**src/rtl/branch_update_queue.sv**
```systemverilog
// -----------------------------------------------------------------------------
// branch_update_queue
//
// Buffers resolved-branch outcomes from the two SIC execution lanes and drains
// them in order, one per cycle, into the branch predictor's update port. This
// lets two branches resolve in the same cycle even though the predictor's BHT
// takes only one write per cycle.
//
// Parameters:
//   DEPTH   number of queue entries (power of 2, >= 2)
//   DROP_W  width of the saturating drop counter
//
// Ports:
//   clk           clock, all state updates on posedge
//   rst_n         asynchronous active-low reset
//   in_valid[1:0] per-lane resolved-branch strobe, lane 0 older than lane 1
//   in_pc[1:0]    per-lane branch PC
//   in_taken[1:0] per-lane actual branch outcome
//   in_ready      at least two free slots this cycle (both lanes accepted)
//   update_en     update_pc / actual_taken carry a valid update this cycle
//   update_pc     PC of the head entry
//   actual_taken  outcome of the head entry
//   count         current occupancy
//   drop_cnt      saturating count of resolutions discarded while not ready
//
// Optional feature (macro BRANCH_UPDATE_BYPASS_EN):
//   When defined and the queue is empty, a valid lane 0 is forwarded
//   combinationally to the update port in the same cycle and is not stored.
//   Lane 1 is still stored and drains on the following cycle.
// -----------------------------------------------------------------------------
module branch_update_queue #(
    parameter int unsigned DEPTH  = 8,
    parameter int unsigned DROP_W = 8
) (
    input  logic                   clk,
    input  logic                   rst_n,
    input  logic [1:0]             in_valid,
    input  logic [1:0][31:0]       in_pc,
    input  logic [1:0]             in_taken,
    output logic                   in_ready,
    output logic                   update_en,
    output logic [31:0]            update_pc,
    output logic                   actual_taken,
    output logic [$clog2(DEPTH):0] count,
    output logic [DROP_W-1:0]      drop_cnt
);

    localparam int unsigned PW  = $clog2(DEPTH);
    localparam int unsigned CW  = PW + 1;
    localparam int unsigned DW1 = DROP_W + 1;

    logic [31:0]   pc_mem    [DEPTH];
    logic          taken_mem [DEPTH];
    logic [PW-1:0] wr_ptr;
    logic [PW-1:0] rd_ptr;

    logic          head_valid;
    logic          bypass_hit;
    logic          we0;
    logic          we1;
    logic          pop;
    logic [PW-1:0] wr_addr1;
    logic [1:0]    num_push;
    logic [1:0]    num_drop;
    logic [CW-1:0] count_next;
    logic [DW1-1:0] drop_sum;

    assign head_valid = (count != '0);

    // Ready looks only at the registered occupancy; a same-cycle pop does not
    // free a slot for this cycle's push.
    assign in_ready = (count <= CW'(DEPTH - 2));

`ifdef BRANCH_UPDATE_BYPASS_EN
    assign bypass_hit = !head_valid && in_valid[0];
`else
    assign bypass_hit = 1'b0;
`endif

    always_comb begin
        we0        = in_ready && in_valid[0] && !bypass_hit;
        we1        = in_ready && in_valid[1];
        // Lane 1 lands directly behind lane 0 only when lane 0 is stored.
        wr_addr1   = we0 ? (wr_ptr + PW'(1)) : wr_ptr;
        num_push   = {1'b0, we0} + {1'b0, we1};
        num_drop   = in_ready ? 2'd0 : ({1'b0, in_valid[0]} + {1'b0, in_valid[1]});
        // The predictor has no back-pressure: any stored head is consumed.
        pop        = head_valid;
        count_next = count + CW'(num_push) - CW'(pop);
        drop_sum   = {1'b0, drop_cnt} + DW1'(num_drop);
    end

    always_comb begin
        update_en    = head_valid;
        update_pc    = pc_mem[rd_ptr];
        actual_taken = taken_mem[rd_ptr];
        if (bypass_hit) begin
            update_en    = 1'b1;
            update_pc    = in_pc[0];
            actual_taken = in_taken[0];
        end
    end

    always_ff @(posedge clk or negedge rst_n) begin
        if (!rst_n) begin
            wr_ptr   <= '0;
            rd_ptr   <= '0;
            count    <= '0;
            drop_cnt <= '0;
            for (int unsigned i = 0; i < DEPTH; i++) begin
                pc_mem[i]    <= '0;
                taken_mem[i] <= 1'b0;
            end
        end else begin
            if (we0) begin
                pc_mem[wr_ptr]    <= in_pc[0];
                taken_mem[wr_ptr] <= in_taken[0];
            end
            if (we1) begin
                pc_mem[wr_addr1]    <= in_pc[1];
                taken_mem[wr_addr1] <= in_taken[1];
            end
            wr_ptr <= wr_ptr + PW'(num_push);
            if (pop) begin
                rd_ptr <= rd_ptr + PW'(1);
            end
            count    <= count_next;
            drop_cnt <= drop_sum[DROP_W] ? '1 : drop_sum[DROP_W-1:0];
        end
    end

endmodule

```
**config.mk**
```make
export PLATFORM = sky130hd
export DESIGN_NAME = branch_update_queue
export DESIGN_NICKNAME = d
export VERILOG_FILES = /design/src/rtl/branch_update_queue.sv
export SDC_FILE = /design/constraint.sdc
export NUM_CORES = 1
export LEC_CHECK = 0
export ABC_CLOCK_PERIOD_IN_PS = 8300
export CORE_ASPECT_RATIO = 1.4
export CORE_MARGIN = 5
export CORE_UTILIZATION = 35
export CTS_CLUSTER_DIAMETER = 120
export DETAILED_ROUTE_END_ITERATION = 8
export PLACE_DENSITY = 0.48
export SYNTH_ARGS = -nofsm -noshare
export SYNTH_HDL_FRONTEND = slang
export SYNTH_SLANG_ARGS = --single-unit
```
**constraint.sdc**
```tcl
create_clock -name clk -period 8.3 [get_ports clk]
set_clock_uncertainty 0.1 [all_clocks]
set_input_delay 1.66 -clock clk [delete_from_list [all_inputs] [get_ports clk]]
set_output_delay 1.66 -clock clk [all_outputs]
set_load 0.02 [all_outputs]
```
**Word-level counts from Yosys, hierarchy flattened**

Cells that the tools add are included.

- Register bits after elaboration: 282
- Input port bits: 70
- Output and inout bits: 47

- Add/sub/neg operators: 8
- $lt $le $gt $ge: 6
- Multiplexer cells: 25
- Bitwise operators: 3
- Reduce and logical (&&, ||, !) cells: 5

Operators by type and width:

| kind | number |
|---|---|
| $bwmux W256 | 2 |
| $mux W256 | 2 |
| $demux W32 S3 | 2 |
| $mux W32 | 4 |
| $bmux W32 S3 | 1 |
| $mux W8 | 3 |
| $bwmux W8 | 2 |
| $ge A4 B4 Y1 const B | 3 |
| $not A3 Y4 | 3 |
| $add A8 B2 Y9 | 1 |
| $lt A4 B1 Y1 const B | 2 |
| $add A3 B1 Y3 const B | 2 |
| $demux W1 S3 | 2 |
| $add A1 B1 Y2 | 2 |
| $add A4 B2 Y4 | 1 |
| $le A4 B3 Y1 const B | 1 |
| $logic_and A1 B1 Y1 | 4 |
| $mux W1 | 4 |
| $reduce_bool A4 Y1 | 1 |
| $sub A4 B1 Y4 | 1 |
| $add A3 B2 Y3 | 1 |
| $bmux W1 S3 | 1 |
| $mux W3 | 1 |
| $mux W2 | 1 |

**Depth between registers and ports, before layout**

- Depth in word-level cells: 10
- Mapped depth: 15

**Least setup slack after synthesis**

No wires, ideal clock.

- Path kind: reg-to-output
- From: register rd_ptr[0]
- To: output update_pc[10]
- Data arrival time: 1882 ps
- Data required time: 6540 ps
- Setup slack: 4658 ps
- Stages on the path, launching flop included: 6
- Buffers on the path: 3
- Cells stage by stage: dfrtp_1 -> clkbuf_1 -> buf_2 -> buf_2 -> mux4_2 -> mux2_2

- Longest elaborated chain between the ends: 4

Ends and longest elaborated chain:

| what | line | source |
|---|---|---|
| start, declared | 55 | `logic [PW-1:0] rd_ptr;` |
| start signal, assigned | 125 | `rd_ptr <= rd_ptr + PW'(1);` |
| $not A3 Y4 (implied by the code) | 95 | `update_pc = pc_mem[rd_ptr];` |
| $bmux W32 S3 | 95 |  |
| $mux W32 (implied by the code) (2 in series) | 95 |  |
| end, declared | 42 | `output logic [31:0] update_pc,` |

Every way passes these cells. The select of a mux whose other input is x is not followed.

**Worst setup path in the final report**

- From: register rd_ptr[0]
- To: output actual_taken

- Longest elaborated chain between the ends: 4

Ends and longest elaborated chain:

| what | line | source |
|---|---|---|
| $not A3 Y4 (implied by the code) | 96 | `actual_taken = taken_mem[rd_ptr];` |
| $bmux W1 S3 | 96 |  |
| $mux W1 (implied by the code) (2 in series) | 96 |  |
| end, declared | 43 | `output logic actual_taken,` |

Every way passes these cells. The select of a mux whose other input is x is not followed.

==> impl_metrics.toml <==
[outcome]
outcome = "complete, no violations"

[timing]
fin_ws_ps = 2720
max_freq_mhz = 179
setup_viol = 0
rsz0062_at_grt = "false"
min_period_ps = 5580
slew_viol_final = 0
tightestPinTransition_ps = 1220
slew_headroom_pct = 18.5
post-route-period-util_pct = 67.2
hold_viol = 0
setup_tns_ps = 0

[detailed_routing]
ant_nets = 0
drtIter0Drc = 2380
drt_drc_violations_left = 0
drt_wl_total_mm = 79.4
firstDrtPassIters = 6
vias = 17800
vias_per_cell = 7.37
route.detailed.wl_per_inst_um = 32.8

[power_and_ir_drop]
power.total_uw = 9380
p_per_area_nw_per_um2 = 470
peakVddDrop_mv = 0.295
p_leak_uw = 0.00651

[clock_network]
ctsResizeCount = 0
cts_buffer_depth = 3
cts_tree = "built"
cts_htree_levels = 2
cts_hold_buf = 0
cts_root_buf = "clkbuf_16"
cts_buffers = 34
clk_pin_slew_ps = 60
cts_setup_buffers = 0
clk_latency_ps = 530
cts_sinks = 282

[critical_path]
ff2ff_setup_slack_ps = 3550
cp_max_fo = 37
cp-start-kind = "register"
setup.worst_path.end_class = "output pin"
cp.required_ps = 6540
cp.arrival_ps = 3820
crit_type = "reg2out"

[logic_synthesis]
ys_warn_count = 0
syn_inst = 1894
yosysUniqueCellTypes = 35
syn_area_per_cell_um2 = 9.40
synthTopCellsByArea = "dfrtp_1, a311oi_1, a31oi_1, mux4_2, nand3_1"
yosysSeqAreaShare_pct = 39.6
yosys.area.top_type = "dfrtp_1"
synth_top_area_share_pct = 39.6
synthesis.nets = 1981
ys_ff_latch = 282
syn-cell-area_um2 = 17800

[floorplanning]
fp-row-count = 97
io_pins = 117
die-area_um2 = 55600
die_x_um = 201
core-area_um2 = 50200
floorplan.initialDensity_pct = 35.4
die_y_um = 277

[place]
place_area_um2 = 18800
dpl_worst_slack_ps = 2530
hpwl_mm = 40.0
place_congestion = 0.779
io_buffers = 116
dp.cells = 2362

[global_route]
grt_max_degree = 159
overflow = 0
antenna_found_initial = 3
grtUsageTotal_pct = 27.2
grt_pass1_vias = 18300
grt_pass1_wl_mm = 119

[hold_path]
hp-class = "reg2reg"

[cells_and_area]
nNetsFinal = 1842
area_growth_pct = 12.1
stdcell_count = 2420
fin_area_um2 = 20000
layout-drive-gt1-share_pct = 13.1

[job]
drv_cap = 0
==> placed cells by master, fill, tap and decap left out, types with 2 or more instances in the layout <==
cell / count
o21ai_0: 266
a31oi_1: 266
and2_1: 3
mux4_2: 66
dfrtp_4: 2
clkbuf_16: 37
diode_2: 2
a311oi_1: 264
nand2_1: 8
xnor2_1: 4
dfrtp_1: 279
nor2_1: 5
nand3_1: 267
buf_4: 50
clkdlybuf4s50_1: 115
bufinv_16: 3
xor2_1: 5
nand2b_2: 2
ha_1: 14
fa_1: 3
clkbuf_1: 4
clkbuf_8: 8
nor2b_4: 2
clkinv_2: 4
mux2_2: 35
a31o_2: 12
inv_1: 17
nor2b_1: 4
a21oi_1: 3
nand4_1: 10
==> worst max-delay path: stages (launching register included) <==
cell and delay (ps):
dfrtp_4 1000, buf_4 750, mux4_2 610, mux2_2 340, clkdlybuf4s50_1 560
==> state kept, by name, indices dropped and copies added (netlist names) <==
register,flops
taken_mem,8
count,4
pc_mem,256
wr_ptr,3
rd_ptr,3
drop_cnt,8
==> area by class of cell <==
type,count,area [um2]
antenna,2,5.00
clock buffer,49,1050
clock inverter,7,110
fill,5010,30300
inverter,17,63.8
multi-input combinational,1253,9310
sequential,282,7070
tap,643,805
timing repair buffer,167,1560
==> final timing paths <==
| check | end | depth (start not counted) | startpoint |
|---|---|---|---|
| max in group asynchronous | rd_ptr[0] | 2 | rst_n |
| min reg2reg | pc_mem[115] | 2 | pc_mem[115] |
| max reg2reg | pc_mem[82] | 8 | count[3] |
| max | actual_taken | 4 | rd_ptr[0] |
| min | pc_mem[115] | 2 | pc_mem[115] |
| min in group asynchronous | drop_cnt[4] | 1 | rst_n |
==> kinds of logic after synthesis <==
family / after synthesis / synth area share, %
AO/OA/AOI/OAI: 813 / 30.6
adder cells (fa/ha/maj): 17 / 1.32
AND/OR/NAND/NOR: 313 / 9.08
buffers and inverters: 359 / 8.40
flip-flops: 282 / 39.6
multiplexers: 101 / 10.6
XOR/XNOR: 9 / 0.443
==> where the power goes <==
group	switching [uW]	internal (uW)	total [uW]
Combinational	3220	1950	5170
Sequential	497	2110	2600
Clock	643	968	1610
Total	4360	5020	9380
==> routing by layer <==
layer | vias to the layer above | part of all wire (%) | global-route usage [%]
met1 | 9063 | 39 | 35.8
li1 | 7288 | - | -
met2 | 1210 | 48 | 44.4
met4 | 0 | 4.6 | 12.7
met5 | - | 0 | 0
met3 | 267 | 8.6 | 3.98
==> Yosys cell counts, drive strengths merged <==
cell type	count
and2	4
mux4	66
and2b	1
nand4bb	1
and4b	1
xnor2	4
clkbuf	182
nand2	9
nand4	11
mux2	35
nand4b	1
inv	17
a21bo	1
and4	1
and3	1
a21oi	3
a21o	1
or2	1
buf	160
xor2	5
nand2b	3
ha	14
nor2b	6
o21ai	266
a31o	12
fa	3
a311oi	264
dfrtp	282
nand3	267
a31oi	266
nor2	6
==> metrics by stage <==
stage                     hold slack (ps)  utilization, %
after floorplan                       434               -
after global routing                  484            39.7
final                                 465            39.7
after CTS                             466            39.7
after detailed placement              454            37.4
after global placement                449            37.4
Note: power is estimated with default switching activity, not from simulation.
